**src/rtl/lb2apb.sv**
```systemverilog
// ---------------------------------------------------------------------------
// lb2apb -- local-bus responder to APB4 requester bridge.
//
// Lets register blocks that talk the local bus reach peripherals exposing only
// an APB slave port. One transfer is in flight at a time. When a write and a
// read request are seen together in IDLE, the write is launched first. The
// read stays pending and is taken on the next IDLE cycle.
//
// Optional feature macro: LB2APB_TIMEOUT_EN
//   When defined, an ACCESS phase that sees TIMEOUT cycles with pready=0 is
//   abandoned. The local bus then gets a done pulse with lb_err=1. An
//   abandoned read also returns lb_rdata=0.
//   When undefined, ACCESS waits for pready indefinitely.
//
// Ports:
//   clk                   clock, all logic on the rising edge
//   rst                   synchronous reset, active-low (0 = reset)
//   lb_waddr/wdata/wstrb  local-bus write request fields
//   lb_wen                write request, held until lb_wready
//   lb_wready             write done, 1-cycle pulse
//   lb_raddr              local-bus read address
//   lb_ren                read request, held until lb_rvalid
//   lb_rdata              read data, non-zero only while lb_rvalid
//   lb_rvalid             read done, 1-cycle pulse
//   lb_err                error flag, pulses with lb_wready/lb_rvalid
//   psel/penable/pwrite/paddr/pwdata/pstrb   APB requester outputs
//   prdata/pready/pslverr                    APB completer responses
// ---------------------------------------------------------------------------
module lb2apb #(
  parameter int ADDR_W  = 16,
  parameter int DATA_W  = 32,
  parameter int TIMEOUT = 64
) (
  input  logic                clk,
  input  logic                rst,
  input  logic [ADDR_W-1:0]   lb_waddr,
  input  logic [DATA_W-1:0]   lb_wdata,
  input  logic [DATA_W/8-1:0] lb_wstrb,
  input  logic                lb_wen,
  output logic                lb_wready,
  input  logic [ADDR_W-1:0]   lb_raddr,
  input  logic                lb_ren,
  output logic [DATA_W-1:0]   lb_rdata,
  output logic                lb_rvalid,
  output logic                lb_err,
  output logic                psel,
  output logic                penable,
  output logic                pwrite,
  output logic [ADDR_W-1:0]   paddr,
  output logic [DATA_W-1:0]   pwdata,
  output logic [DATA_W/8-1:0] pstrb,
  input  logic [DATA_W-1:0]   prdata,
  input  logic                pready,
  input  logic                pslverr
);

  localparam int STRB_W = DATA_W / 8;

  localparam logic [1:0] IDLE   = 2'd0;
  localparam logic [1:0] SETUP  = 2'd1;
  localparam logic [1:0] ACCESS = 2'd2;
  localparam logic [1:0] RESP   = 2'd3;

  logic [1:0] state_reg;

`ifdef LB2APB_TIMEOUT_EN
  localparam int CNT_W = $clog2(TIMEOUT + 1);
  logic [CNT_W-1:0] wait_cnt_reg;
`endif

  // pwrite doubles as the "current transfer is a write" flag. It is only
  // reloaded in IDLE, so it stays valid through RESP.
  always_ff @(posedge clk) begin
    if (!rst) begin
      state_reg <= IDLE;
      psel      <= 1'b0;
      penable   <= 1'b0;
      pwrite    <= 1'b0;
      paddr     <= '0;
      pwdata    <= '0;
      pstrb     <= '0;
      lb_wready <= 1'b0;
      lb_rvalid <= 1'b0;
      lb_rdata  <= '0;
      lb_err    <= 1'b0;
`ifdef LB2APB_TIMEOUT_EN
      wait_cnt_reg <= '0;
`endif
    end else begin
      case (state_reg)
        IDLE: begin
          // Write has fixed priority. A read request held alongside it is
          // taken on a later IDLE cycle.
          if (lb_wen) begin
            paddr     <= lb_waddr;
            pwdata    <= lb_wdata;
            pstrb     <= lb_wstrb;
            pwrite    <= 1'b1;
            psel      <= 1'b1;
            state_reg <= SETUP;
          end else if (lb_ren) begin
            // pwdata is deliberately left at its previous value on reads.
            paddr     <= lb_raddr;
            pstrb     <= {STRB_W{1'b0}};
            pwrite    <= 1'b0;
            psel      <= 1'b1;
            state_reg <= SETUP;
          end
        end

        SETUP: begin
          penable   <= 1'b1;
          state_reg <= ACCESS;
`ifdef LB2APB_TIMEOUT_EN
          wait_cnt_reg <= '0;
`endif
        end

        ACCESS: begin
          if (pready) begin
            psel      <= 1'b0;
            penable   <= 1'b0;
            lb_wready <= pwrite;
            lb_rvalid <= ~pwrite;
            lb_rdata  <= pwrite ? {DATA_W{1'b0}} : prdata;
            lb_err    <= pslverr;
            state_reg <= RESP;
          end
`ifdef LB2APB_TIMEOUT_EN
          // This cycle is the TIMEOUT-th wait state. Abandon the transfer
          // and report an error with zero read data.
          else if (wait_cnt_reg == CNT_W'(TIMEOUT - 1)) begin
            psel      <= 1'b0;
            penable   <= 1'b0;
            lb_wready <= pwrite;
            lb_rvalid <= ~pwrite;
            lb_rdata  <= {DATA_W{1'b0}};
            lb_err    <= 1'b1;
            state_reg <= RESP;
          end else begin
            wait_cnt_reg <= wait_cnt_reg + 1'b1;
          end
`endif
        end

        RESP: begin
          // The done pulse lasts one cycle. Requests are not sampled here,
          // so a master still holding wen/ren is served from IDLE.
          lb_wready <= 1'b0;
          lb_rvalid <= 1'b0;
          lb_rdata  <= '0;
          lb_err    <= 1'b0;
          state_reg <= IDLE;
        end

        default: state_reg <= IDLE;
      endcase
    end
  end

endmodule
```
**config.mk**
```make
export PLATFORM = sky130hd
export DESIGN_NAME = lb2apb
export DESIGN_NICKNAME = d
export VERILOG_FILES = /design/src/rtl/lb2apb.sv
export SDC_FILE = /design/constraint.sdc
export NUM_CORES = 1
export LEC_CHECK = 0
export ABC_AREA = 1
export CORE_AREA = 3 3 99 101
export CTS_BUF_LIST = sky130_fd_sc_hd__clkbuf_4 sky130_fd_sc_hd__clkbuf_8
export DETAILED_ROUTE_END_ITERATION = 6
export DIE_AREA = 0 0 102 104
export GPL_TIMING_DRIVEN = 0
export PLACE_DENSITY = 0.86
export SYNTH_ARGS = -nofsm -noshare
export SYNTH_HDL_FRONTEND = slang
export SYNTH_SLANG_ARGS = --single-unit
```
**constraint.sdc**
```tcl
create_clock -name clk -period 2.7 [get_ports clk]
set_input_delay 0.27 -clock clk [delete_from_list [all_inputs] [get_ports clk]]
set_output_delay 0.27 -clock clk [all_outputs]
set_load 0.05 [all_outputs]
```
# Word-level counts from Yosys, hierarchy flattened
# Index checks and enable logic that the tools add are counted.
# totals
regBits	92
input_bits	106
out_inout_bits	90
wordCells	52
# classes
eq_ne	5
muxes	24
bitwise_logic	1
n_reduce_logical	11
# op_table
cell	n
2-to-1 mux 32 bit	2
case mux 32 bit (2 select lines)	1
2-to-1 mux 16 bit	2
case mux 1 bit (2 select lines)	5
AND reduction 2 bit	5
2-to-1 mux 1 bit	8
2-to-1 mux 4 bit	2
case mux 2 bit (4 select lines)	1
nonzero test 2 bit	4
2-to-1 mux 2 bit	3
equality test 2 bit, second input constant	2
inequality test 3 bit, second input constant	1
AND reduction 3 bit	1
equality test 2 x 1 -> 1 bit, second input constant	1
logical NOT 2 bit	1
inequality test 2 bit, second input constant	1
inverter 1 bit	1

# Logic depth before layout (Yosys ltp)
# Gate-level depths: netlist of the first run.
# depth
ltp_word	3
ltp_mapped	8
depth_no_buf	8

# Worst setup path after synthesis of the first run
# Ideal clock, no wire load.
# synth_path
kind	register to register
start	register pwrite
end	register lb_rdata[10]
setup_ps	132
arrival_time_ps	1222
required_time_ps	2568
path_slack_ps	1345
path_stages_with_launch	7
n_path_buf	1
period_less_slack_ps	1355
path_cell_list	dfxtp_1 inv_1 buf_2 nand2_1 nor2_1 nand2_1 a21oi_1
# synth_between
elab_chain_len	3
# synth_rtl
element	line_no	source
from (decl)	48	output logic pwrite,
from (signal assigned)	78	pwrite <= 1'b0;
from (signal assigned)	98	pwrite <= 1'b1;
from (signal assigned)	105	pwrite <= 1'b0;
2-to-1 mux 32 bit	125	lb_rdata <= pwrite ? {DATA_W{1'b0}} : prdata;
2-to-1 mux 32 bit	120	if (pready) begin
case mux 32 bit (2 select lines)	90	case (state_reg)
to (signal assigned)	125	
to (decl)	43	output logic [DATA_W-1:0] lb_rdata,
# No other way between the ends. The select of a mux whose other input is x is not followed.
# A chain may end at the register's enable or synchronous reset.

# Worst setup path in the final report of the first run
# layout_path
start	register pwrite
end	output port pwrite
# No word-level cell between the ends.

==> results by group, run 1 <==
Placement
  – Input/output buffers: 193
  – Placed Area: 0.00611 sq mm
  – Estimated wirelength of the detail-placed design: 9790 um
  – GP Congestion: 0.879

Finish
  – Post-route cell area: 0.00629 sq mm
  – Layout cells sized above 1: 7.05%
  – Finished Core Util: 69.0%
  – Top flop regs: lb_rdata x32, pwdata x32, paddr x16
  – Layout net count: 874
  – Ant diodes: 0
  – Synthesis-to-layout area growth: 55.7%

Clock tree
  – Reg clk slew, reported paths: 90 ps
  – # resized after CTS: 0
  – Clock Path Buffers: 2
  – Post CTS Setup Buffer Count: 0
  – CTS Buf Count: 9
  – CTS tree: done
  – Number of hold buffers added after CTS: 0
  – H-tree level count: 3
  – Root buffer cell: clkbuf_8
  – Clock latency on the worst-skew pair: 350 ps
  – Clock sinks: 92

Run
  – Total of max-cap violations: 0

Power and ir drop
  – Sw Share: 47.1%
  – Part of the power in combinational logic: 55.4%
  – Cell Int Power: 3.27 mW
  – Leakage: 2.60 nW
  – Power, Total: 6.18 mW
  – Flop pwr share: 30.8%
  – Clock power frac: 13.8%
  – Peak VDD IR: 0.000470 V
  – Ratio of total power to cell area: 983 mW/mm^2
  – Switching pwr: 2.91 mW

Synth
  – Post-synthesis simple-gate area fraction: 30.5%
  – Main combinational cell family by area after synthesis: simple AND/OR/NAND/NOR gates
  – Count of flip-flops with a built-in enable after synthesis: 0
  – Yosys reg bits: 92
  – Post-synth top area cell: dfxtp_1
  – Post-synthesis mux area share: 0%
  – Post-Synth XOR/XNOR Area: 0%
  – Post-synth ARST share: 0%
  – Syn nets: 670
  – Synth Instances: 557
  – YS warnings: 0
  – Post-synthesis sequential area ratio: 45.6%
  – Syn Std Cell Area: 0.00404 sq mm
  – Predominant post-synthesis flop cell: dfxtp_1
  – Synth Area in Compound Gates: 13.1%
  – Synth Area in Adders: 2.17%
  – Synthesized area per cell: 7.25 sq um
  – Synth area leaders: dfxtp_1 46%, nand2_1 12%, nor2_1 11%
  – Top-area cell type share of the netlist area: 45.6%
  – Post-synth cell types: 19

Global route
  – Initial antenna violation count: 0
  – Pin count of the biggest net entering global routing: 17
  – Total GRT Usage: 22.9%
  – Remaining global-route overflow: 0
  – First-pass GRT wire length: 19700 um
  – Vias in the first global route: 4169

Floorplanning
  – Die area: 0.0106 sq mm
  – Die W: 102 um
  – Num ports: 196
  – Row Count: 35
  – Initial core utilization: 44.3%
  – DIE HEIGHT: 104 um
  – Core area: 0.00911 sq mm

Worst setup path
  – Critical-path maximum fanout: 5
  – Crit-path slowest cell: clkdlybuf4s50_1
  – CP Data Arrival Time: 1600 ps
  – Setup crit end kind: output pin
  – Critical register-to-register path startpoint: state_reg[0]
  – Reg2Reg Depth: 8
  – Worst setup SP type: flip-flop
  – R2r setup slk: 1130 ps
  – CP required: 2430 ps
  – CP max stage delay: 860 ps
  – Stages on the worst setup path: 1
  – WP buf/inv: 1
  – Crit path cell chain: clkdlybuf4s50_1
  – Worst flop-to-flop path endpoint: lb_rdata[13]
  – Top Family by Delay on Critical Path: buffers and inverters
  – Critical path class: flip-flop to output pin

Hold path
  – Hold crit path type: input port to flip-flop
  – Hold path startpoint: rst
  – Hold worst-path end: lb_rdata[21]
  – Hold path cells: 3

Routing
  – Routed vias/inst: 4.91
  – # DRC: 0
  – Wirelength, routed: 12300 um
  – Initial DRC Count: 122
  – Final ANT Viol Nets: 0
  – Drt first pass iters: 4
  – Drt wl/cell: 14.1 um
  – Via Count: 4303

Timing
  – Tightest Pin Transition: 542 ps
  – Unrepaired setup endpoints after global routing: false
  – Final Hold Violating Endpoints: 0
  – Clk_skew: 15.3 ps
  – Max-slew headroom: 63.8%
  – Sum Neg Setup Slack: 0 ps
  – Tcrit/Tclk final: 69.4%
  – Final setup viols: 0
  – Tmin final: 1870 ps
  – Fmax: 534 MHz
  – Slew Viols, Final: 0

Status
  – Status: completed
layout make-up:
cell class	instances	area, sq um
multi-input combinational	411	1850
tap	111	139
inverter	15	66.3
buffer	39	279
timing repair buffer	193	1930
fill	779	2820
clock inverter	6	47.5
sequential	92	1840
clock buffer	10	131
power by group through the flow:
stage	Clock, mW	Combinational [mW]	Sequential [mW]
floorplan	0	1.21	3.04
global placement	0	3.38	1.91
detailed placement	0	3.44	1.94
CTS	0.872	3.44	1.91
global route	0.921	3.68	1.95
finish	0.853	3.43	1.90
stage by stage:
stage	instances	setup WS, ps	hold slack, ps
6_report	877	827	287
2_1_floorplan	557	1350	415
5_1_grt	877	776	287
4_1_cts	877	802	273
3_5_place_dp	861	1150	451
3_3_place_gp	861	1190	449
kinds of logic after synthesis:
family,after synthesis
simple gates,298
compound gates,106
fa+ha+maj,7
flops,92
buf+inv,54
synth_stat cells, types with 2 or more instances:
library cell and n:
clkbuf_2 3, buf_6 13, o21ai_1 15, inv_1 12
dfxtp_1 92, nand3_1 41, nand2_1 131, nand2_4 4
a21oi_1 57, nor2_1 120, nand2_8 2, clkbuf_1 10
o21ai_0 34, buf_4 6, ha_1 7, buf_2 7
layer usage:
metal	share of wire, %	wire [um]	track usage [%]	vias to the layer above
met5	0	0	0	-
met4	2.6	316	8.53	0
met3	5.8	719	4.02	24
met2	50	6140	39.8	147
met1	42	5180	27.8	1932
li1	-	-	-	2200
how the worst max path moves through the flow:
stage,endpoint,slack [ps],from
detailed placement,lb_rdata[16],1150,state_reg[0]
CTS,pwrite,800,pwrite
floorplan,lb_rdata[10],1350,pwrite
global route,pwrite,780,pwrite
finish,pwrite,830,pwrite
global placement,pwrite,1190,pwrite
layout by cell type (no fill, tap or decap):
cell type | Yosys | routed
nand2_1 | 131 | 131
o21ai_1 | 15 | 15
buf_4 | 6 | 6
inv_4 | 1 | 1
nand2_8 | 2 | 2
clkbuf_4 | 0 | 1
clkdlybuf4s50_1 | 0 | 193
dfxtp_1 | 92 | 92
nor2_1 | 120 | 120
clkbuf_1 | 10 | 10
buf_6 | 13 | 13
clkbuf_2 | 3 | 3
nand2_4 | 4 | 4
nand3_1 | 41 | 41
inv_6 | 0 | 2
o21ai_0 | 34 | 34
inv_2 | 1 | 1
buf_2 | 7 | 7
clkbuf_8 | 0 | 9
a21oi_1 | 57 | 57
clkinv_2 | 0 | 1
ha_1 | 7 | 7
clkinvlp_4 | 0 | 1
clkinv_4 | 0 | 2
inv_8 | 1 | 1
inv_1 | 12 | 12
No activity file was read; power rests on OpenSTA's default activity.
==> run 2: changes to the inputs <==
--- a/config.mk
+++ b/config.mk
@@ -6,12 +6,12 @@
 export NUM_CORES = 1
 export LEC_CHECK = 0
 export ABC_AREA = 1
-export CORE_AREA = 3 3 99 101
+export CORE_AREA = 3 3 108 110
 export CTS_BUF_LIST = sky130_fd_sc_hd__clkbuf_4 sky130_fd_sc_hd__clkbuf_8
 export DETAILED_ROUTE_END_ITERATION = 6
-export DIE_AREA = 0 0 102 104
+export DIE_AREA = 0 0 111 113
 export GPL_TIMING_DRIVEN = 0
-export PLACE_DENSITY = 0.86
+export PLACE_DENSITY = 0.77
 export SYNTH_ARGS = -nofsm -noshare
 export SYNTH_HDL_FRONTEND = slang
 export SYNTH_SLANG_ARGS = --single-unit
==> constraint.sdc (replaced) <==
create_clock -name clk -period 1.6 [get_ports clk]
set_input_delay 0.16 -clock clk [delete_from_list [all_inputs] [get_ports clk]]
set_output_delay 0.16 -clock clk [all_outputs]
set_load 0.05 [all_outputs]
==> run 2 against run 1 <==
Against the previous run: sequential cell count stayed put; wire length is 1.0% higher; global-route usage is 3.5 points lower; sequential power is 68% higher; power is 63% higher; largest cell class unchanged; critical path depth stayed put; clock power is 70% higher; critical endpoint unchanged; cell area is 1.0% lower; core utilization is 11 points lower; final cell count is 3.3% higher; critical path type unchanged.
==> results by group, run 2 (same netlist as run 1, synthesis figures left out) <==
Routing
  – Drt first pass iters: 5 (+1)
  – Drt wl/cell: 13.8 um (-2.2%)
  – Wirelength, routed: 12500 um (+1.0%)
  – Routed vias/inst: 4.79 (-2.5%)
  – Via Count: 4336 (+0.77%)
  – Final ANT Viol Nets: 0 (unchanged)
  – Initial DRC Count: 270 (+120%)
  – # DRC: 0 (unchanged)

Global route
  – First-pass GRT wire length: 20200 um (+2.2%)
  – Pin count of the biggest net entering global routing: 16 (-1)
  – Total GRT Usage: 19.4% (-3.5 points)
  – Initial antenna violation count: 0 (unchanged)
  – Vias in the first global route: 4216 (+1.1%)
  – Remaining global-route overflow: 0 (unchanged)

Status
  – Status: completed

Timing
  – Hold WS: 169 ps (-118 ps)
  – Max-slew headroom: 64.0% (+0.21 points)
  – Tmin final: 1530 ps
  – Worst Slack Setup Final: 68.2 ps (-759 ps)
  – Final Hold Violating Endpoints: 0 (unchanged)
  – Tcrit/Tclk final: 95.7%
  – Fmax: 653 MHz
  – Final setup viols: 0 (unchanged)
  – Unrepaired setup endpoints after global routing: false
  – Clk_skew: 9.60 ps (-5.67 ps)
  – Slew Viols, Final: 0 (unchanged)
  – Tightest Pin Transition: 542 ps (+0.702 ps)
  – Sum Neg Setup Slack: 0 ps (unchanged)

Worst setup path
  – Critical-path maximum fanout: 5 (unchanged)
  – R2r setup slk: 120 ps (-1010 ps)
  – Worst setup SP type: flip-flop
  – Crit-path slowest cell: dlygate4sd2_1
  – Stages on the worst setup path: 1 (unchanged)
  – Reg2Reg Depth: 8 (unchanged)
  – Crit path cell chain: dlygate4sd2_1
  – WP buf/inv: 1 (unchanged)
  – Top Family by Delay on Critical Path: buffers and inverters
  – Critical register-to-register path startpoint: state_reg[0]
  – Critical path class: flip-flop to output pin
  – Setup crit end kind: output pin
  – Worst flop-to-flop path endpoint: lb_rdata[26]
  – CP max stage delay: 580 ps (-280 ps)
  – CP required: 1440 ps (-990 ps)
  – CP Data Arrival Time: 1370 ps (-230 ps)

Clock tree
  – Clock latency on the worst-skew pair: 350 ps (about the same)
  – CTS Buf Count: 9 (unchanged)
  – Clock sinks: 92 (unchanged)
  – Number of hold buffers added after CTS: 0 (unchanged)
  – H-tree level count: 3 (unchanged)
  – CTS tree: done
  – Clock Path Buffers: 2 (unchanged)
  – Root buffer cell: clkbuf_8
  – Post CTS Setup Buffer Count: 0 (unchanged)
  – Reg clk slew, reported paths: 90 ps (about the same)

Floorplanning
  – Initial core utilization: 37.4% (-6.9 points)
  – Die W: 111 um (+8.8%)
  – Row Count: 38 (+8.6%)
  – Die area: 0.0125 sq mm (+18%)
  – Core area: 0.0108 sq mm (+18%)
  – Num ports: 196 (unchanged)
  – DIE HEIGHT: 113 um (+8.7%)

Hold path
  – Hold path cells: 3 (unchanged)
  – Hold crit path type: input port to flip-flop
  – Hold worst-path end: paddr[15]
  – Hold path startpoint: rst

Finish
  – Area of the multi-input gates: 0.00185 sq mm (+0.14%)
  – Top flop regs: lb_rdata x32, pwdata x32, paddr x16
  – Most frequent cells in the layout: 131 x nand2_1, 120 x nor2_1, 103 x clkdlybuf4s50_1, 90 x dfxtp_1, 90 x dlygate4sd2_1
  – Most common cell after layout, fill and taps aside: nand2_1
  – Synthesis-to-layout area growth: 54.1%
  – Layout net count: 874 (unchanged)
  – Ant diodes: 0 (unchanged)
  – Register area: 0.00184 sq mm (+0.14%)
  – Fillers: 1025 (+32%)
  – Layout cells sized above 1: 7.83% (+0.78 points)

Run
  – Total of max-cap violations: 0 (unchanged)

Placement
  – Worst slack, placed: 17.8 ps (-1130 ps)
  – Estimated wirelength of the detail-placed design: 9760 um (-0.36%)
  – Input/output buffers: 193 (unchanged)
  – GP Congestion: 0.854 (-2.8%)

Power and ir drop
  – Ratio of total power to cell area: 1620 mW/mm^2 (+65%)
  – Leakage: 2.96 nW (+14%)
  – Peak VDD IR: 0.000784 V (+67%)
==> run 2: report_power, final <==
group | switching [mW] | internal (mW)
Combinational | 3.76 | 1.69
Sequential | 0.316 | 2.88
Clock | 0.821 | 0.628
Total | 4.90 | 5.19
==> run 2: worst min-delay path, cell delays in order <==
cell and delay [ps]:
buf_2 180, o21ai_0 100, nor2_1 40
==> run 2: area by class of cell <==
cell class / count / share of cell area, %
multi-input cells: 411 / 29.8
flip-flops and latches: 92 / 29.6
repair buffers: 193 / 29.2
plain buffers: 39 / 4.54
well taps: 140 / 2.82
clock buffers: 11 / 2.33
inverters: 15 / 1.07
clock inverters: 5 / 0.583
==> run 2: worst max-delay path by stage <==
| stage | from | end | slack, ps |
|---|---|---|---|
| floorplan | pwrite | lb_rdata[10] | 250 |
| global placement | state_reg[0] | lb_rdata[8] | 100 |
| detailed placement | state_reg[0] | lb_rdata[26] | 20 |
| CTS | pwrite | pwrite | 50 |
| global route | pwrite | pwrite | 5 |
| finish | pwrite | pwrite | 70 |
==> run 2: stage by stage <==
step / power (mW) / cell area, sq um / std cells / util (%)
6_report: 10.1 / 6220 / 906 / 57.7
5_1_grt: 10.7 / 6220 / 906 / 57.7
2_1_floorplan: 7.18 / 4040 / 557 / -
3_5_place_dp: 9.08 / 6140 / 890 / 56.9
4_1_cts: 10.1 / 6210 / 906 / 57.6
3_3_place_gp: 8.94 / 6140 / 890 / 56.9
==> run 2: timing repair <==
item	4_1_cts	5_1_grt
resized for setup	91	8
gates cloned	0	0
setup endpoints to repair	92	46
==> run 2: per-layer routing <==
layer  vias to the layer above  routed length [um]  part of all wire, %  GRT usage (%)
li1                       2188                   -                    -              -
met1                      1983                5190                   42           22.9
met2                       143                6170                   49           34.4
met3                        22                 848                  6.8           4.81
met4                         0                 264                  2.1           6.57
met5                         -                   0                    0              0
==> variant (settings of run 2) <==
`ADDR_W`: 16 -> 14.
--- a/src/rtl/lb2apb.sv
+++ b/src/rtl/lb2apb.sv
@@ -27,7 +27,7 @@
 //   prdata/pready/pslverr                    APB completer responses
 // ---------------------------------------------------------------------------
 module lb2apb #(
-  parameter int ADDR_W  = 16,
+  parameter int ADDR_W  = 14,
   parameter int DATA_W  = 32,
   parameter int TIMEOUT = 64
 ) (
Ports: changed (resized lb_raddr, lb_waddr and paddr); port bits go from 196 to 190. The function was not compared with the original's and may differ.
==> variant against run 2 <==
  * Global-route usage shrank 1.1 points
  * Via count is 3.9% lower
  * Wire length shrank 4.9%
  * Cell count fell by 2.3%
  * Setup slack worse by 0.0074 ns
  * Power down 1.4%
  * Area after synthesis decreased by 2.1%
  * First-iteration DRC count decreased by 30%
  * Synthesized cell count fell by 2.9%
  * Sequential cell count decreased by 2
  * Cell area fell by 1.7%
  * Critical path type unchanged
  * Highest routed layer unchanged
==> variant: results (changes against run 2) <==
synth:
  synth_common_cells: "nand2_1, nor2_1, dfxtp_1, a21oi_1, nand3_1"
  synth_area_leaders: "dfxtp_1, nand2_1, nor2_1, a21oi_1, nand3_1"
  async_flop_share_pct: 0  # unchanged
  ys_seq_area_share_pct: 45.6  # about the same
  synth_cell_type_count: 20  # +1
  synth-compound-area-share_pct: 14.1  # +0.92 points
  synth.avg_cell_area_sq_um: 7.30  # +0.76%
  yosys_warnings: 0  # unchanged
  synth_nets: 650  # -3.0%
  synth-main-ff-cell: "dfxtp_1"
  synth_xor_area_share_pct: 0  # unchanged
  synthAdderAreaFrac_pct: 2.22  # +0.047 points
  yosys-mux-area-fraction_pct: 0  # unchanged
finish:
  fillers: 1017  # -0.78%
  antennaDiodeCount: 0  # unchanged
  finalNetCount: 849  # -2.9%
  drive_gt1_share_pct: 9.26  # +1.4 points
  reg.largest.list: "lb_rdata x32, pwdata x32, paddr x14"
pwr:
  p_leak_nw: 2.88  # -2.7%
  ir_worst_vdd_uv: 872  # +11%
routing:
  drtIter0Drc: 188  # -30%
  vias_per_cell: 4.71  # -1.6%
  drt-total-wl_um: 11900  # -4.9%
  dr_total_vias: 4168  # -3.9%
  dr.pass1.iters: 5  # unchanged
global_route:
  grt_pass1_wl_um: 19100  # -5.5%
  track_usage_pct: 18.3  # -1.1 points
  grt_max_degree: 15  # -1
  antenna_found_initial: 0  # unchanged
  grt_pass1_vias: 3986  # -5.5%
clock_tree:
  clockRootBuffer: "clkbuf_8"
  clock_latency_ns: 0.35  # about the same
  cts_htree_levels: 3  # unchanged
  clk_transition_reported_paths_ns: 0.09  # about the same
  cts_made_buffers: 9  # unchanged
  cts-resized-gates: 89  # -2.2%
  cts_setup_buffers: 0  # unchanged
  clockBufferDepth: 2  # unchanged
critical_path:
  cp_max_fo: 5  # unchanged
  crit_family: "buffers and inverters"
  worstPathArrival_ns: 1.38
  cpPeakStageDelay_ns: 0.55  # -0.03 ns
  slowest_stage: "clkdlybuf4s15_1"
timing:
  worstMarginPinSlew_ns: 0.551  # +0.00836 ns
  finClkSkew_ns: 0.00722  # -0.00238 ns
worst_hold_path:
  hold_path.class: "in2reg"
placed_design:
  place_inst: 869  # -2.4%
  dp_hpwl_um: 9230  # -5.4%
  gp_congestion: 0.818  # -4.3%
  place.port_buffers: 188  # -2.6%
status:
  outcome: "finished, final reports clean"
## variant: cell type report
type                            count  area share (%)
Multi-Input combinational cell    399            30.2
Sequential cell                    90            29.5
Timing Repair Buffer              188            29.0
Buffer                             37            4.07
Tap cell                          140            2.86
Clock buffer                       12            2.50
Inverter                           15            1.04
Clock inverter                      4           0.839
## variant: cells by family (layout without fill, tap and decap cells)
kind of cell | Yosys count | in the layout
AND/OR/NAND/NOR | 290 | 290
AO/OA/AOI/OAI | 102 | 102
flip-flops | 90 | 90
buffers and inverters | 52 | 256
adder cells (fa/ha/maj) | 7 | 7
## variant: metal layers
layer / vias up / part of all wire (%) / track usage (%)
li1: 2128 / - / -
met2: 146 / 48 / 31.2
met3: 18 / 8.3 / 6.63
met5: - / 0 / 0
met4: 0 / 1.8 / 7.14
met1: 1876 / 42 / 20.9
## variant: stage by stage
step,area [sq um],setup slack (ns),utilization (%),hold slack [ns]
final,6120,0.0607,56.7,0.225
after detailed placement,6010,-0.136,55.7,0.460
after floorplan,3950,0.225,-,0.296
after global routing,6120,0.00185,56.7,0.236
after global placement,6010,-0.0714,55.7,0.460
after CTS,6100,0.0109,56.6,0.209
## variant: worst paths after layout
kind           startpoint         end  slack [ns]  cells after the start
max                pwrite      pwrite        0.06                      1
min                lb_wen    paddr[0]        0.23                      5
max reg2reg  state_reg[0]  pwdata[22]        0.11                      8
min reg2reg      pstrb[3]    pstrb[3]        0.47                      2
## variant: power breakdown
part	internal [mW]	total, mW	switching, mW
logic	1.62	5.24	3.62
registers	2.81	3.12	0.307
clock network	0.801	1.59	0.786
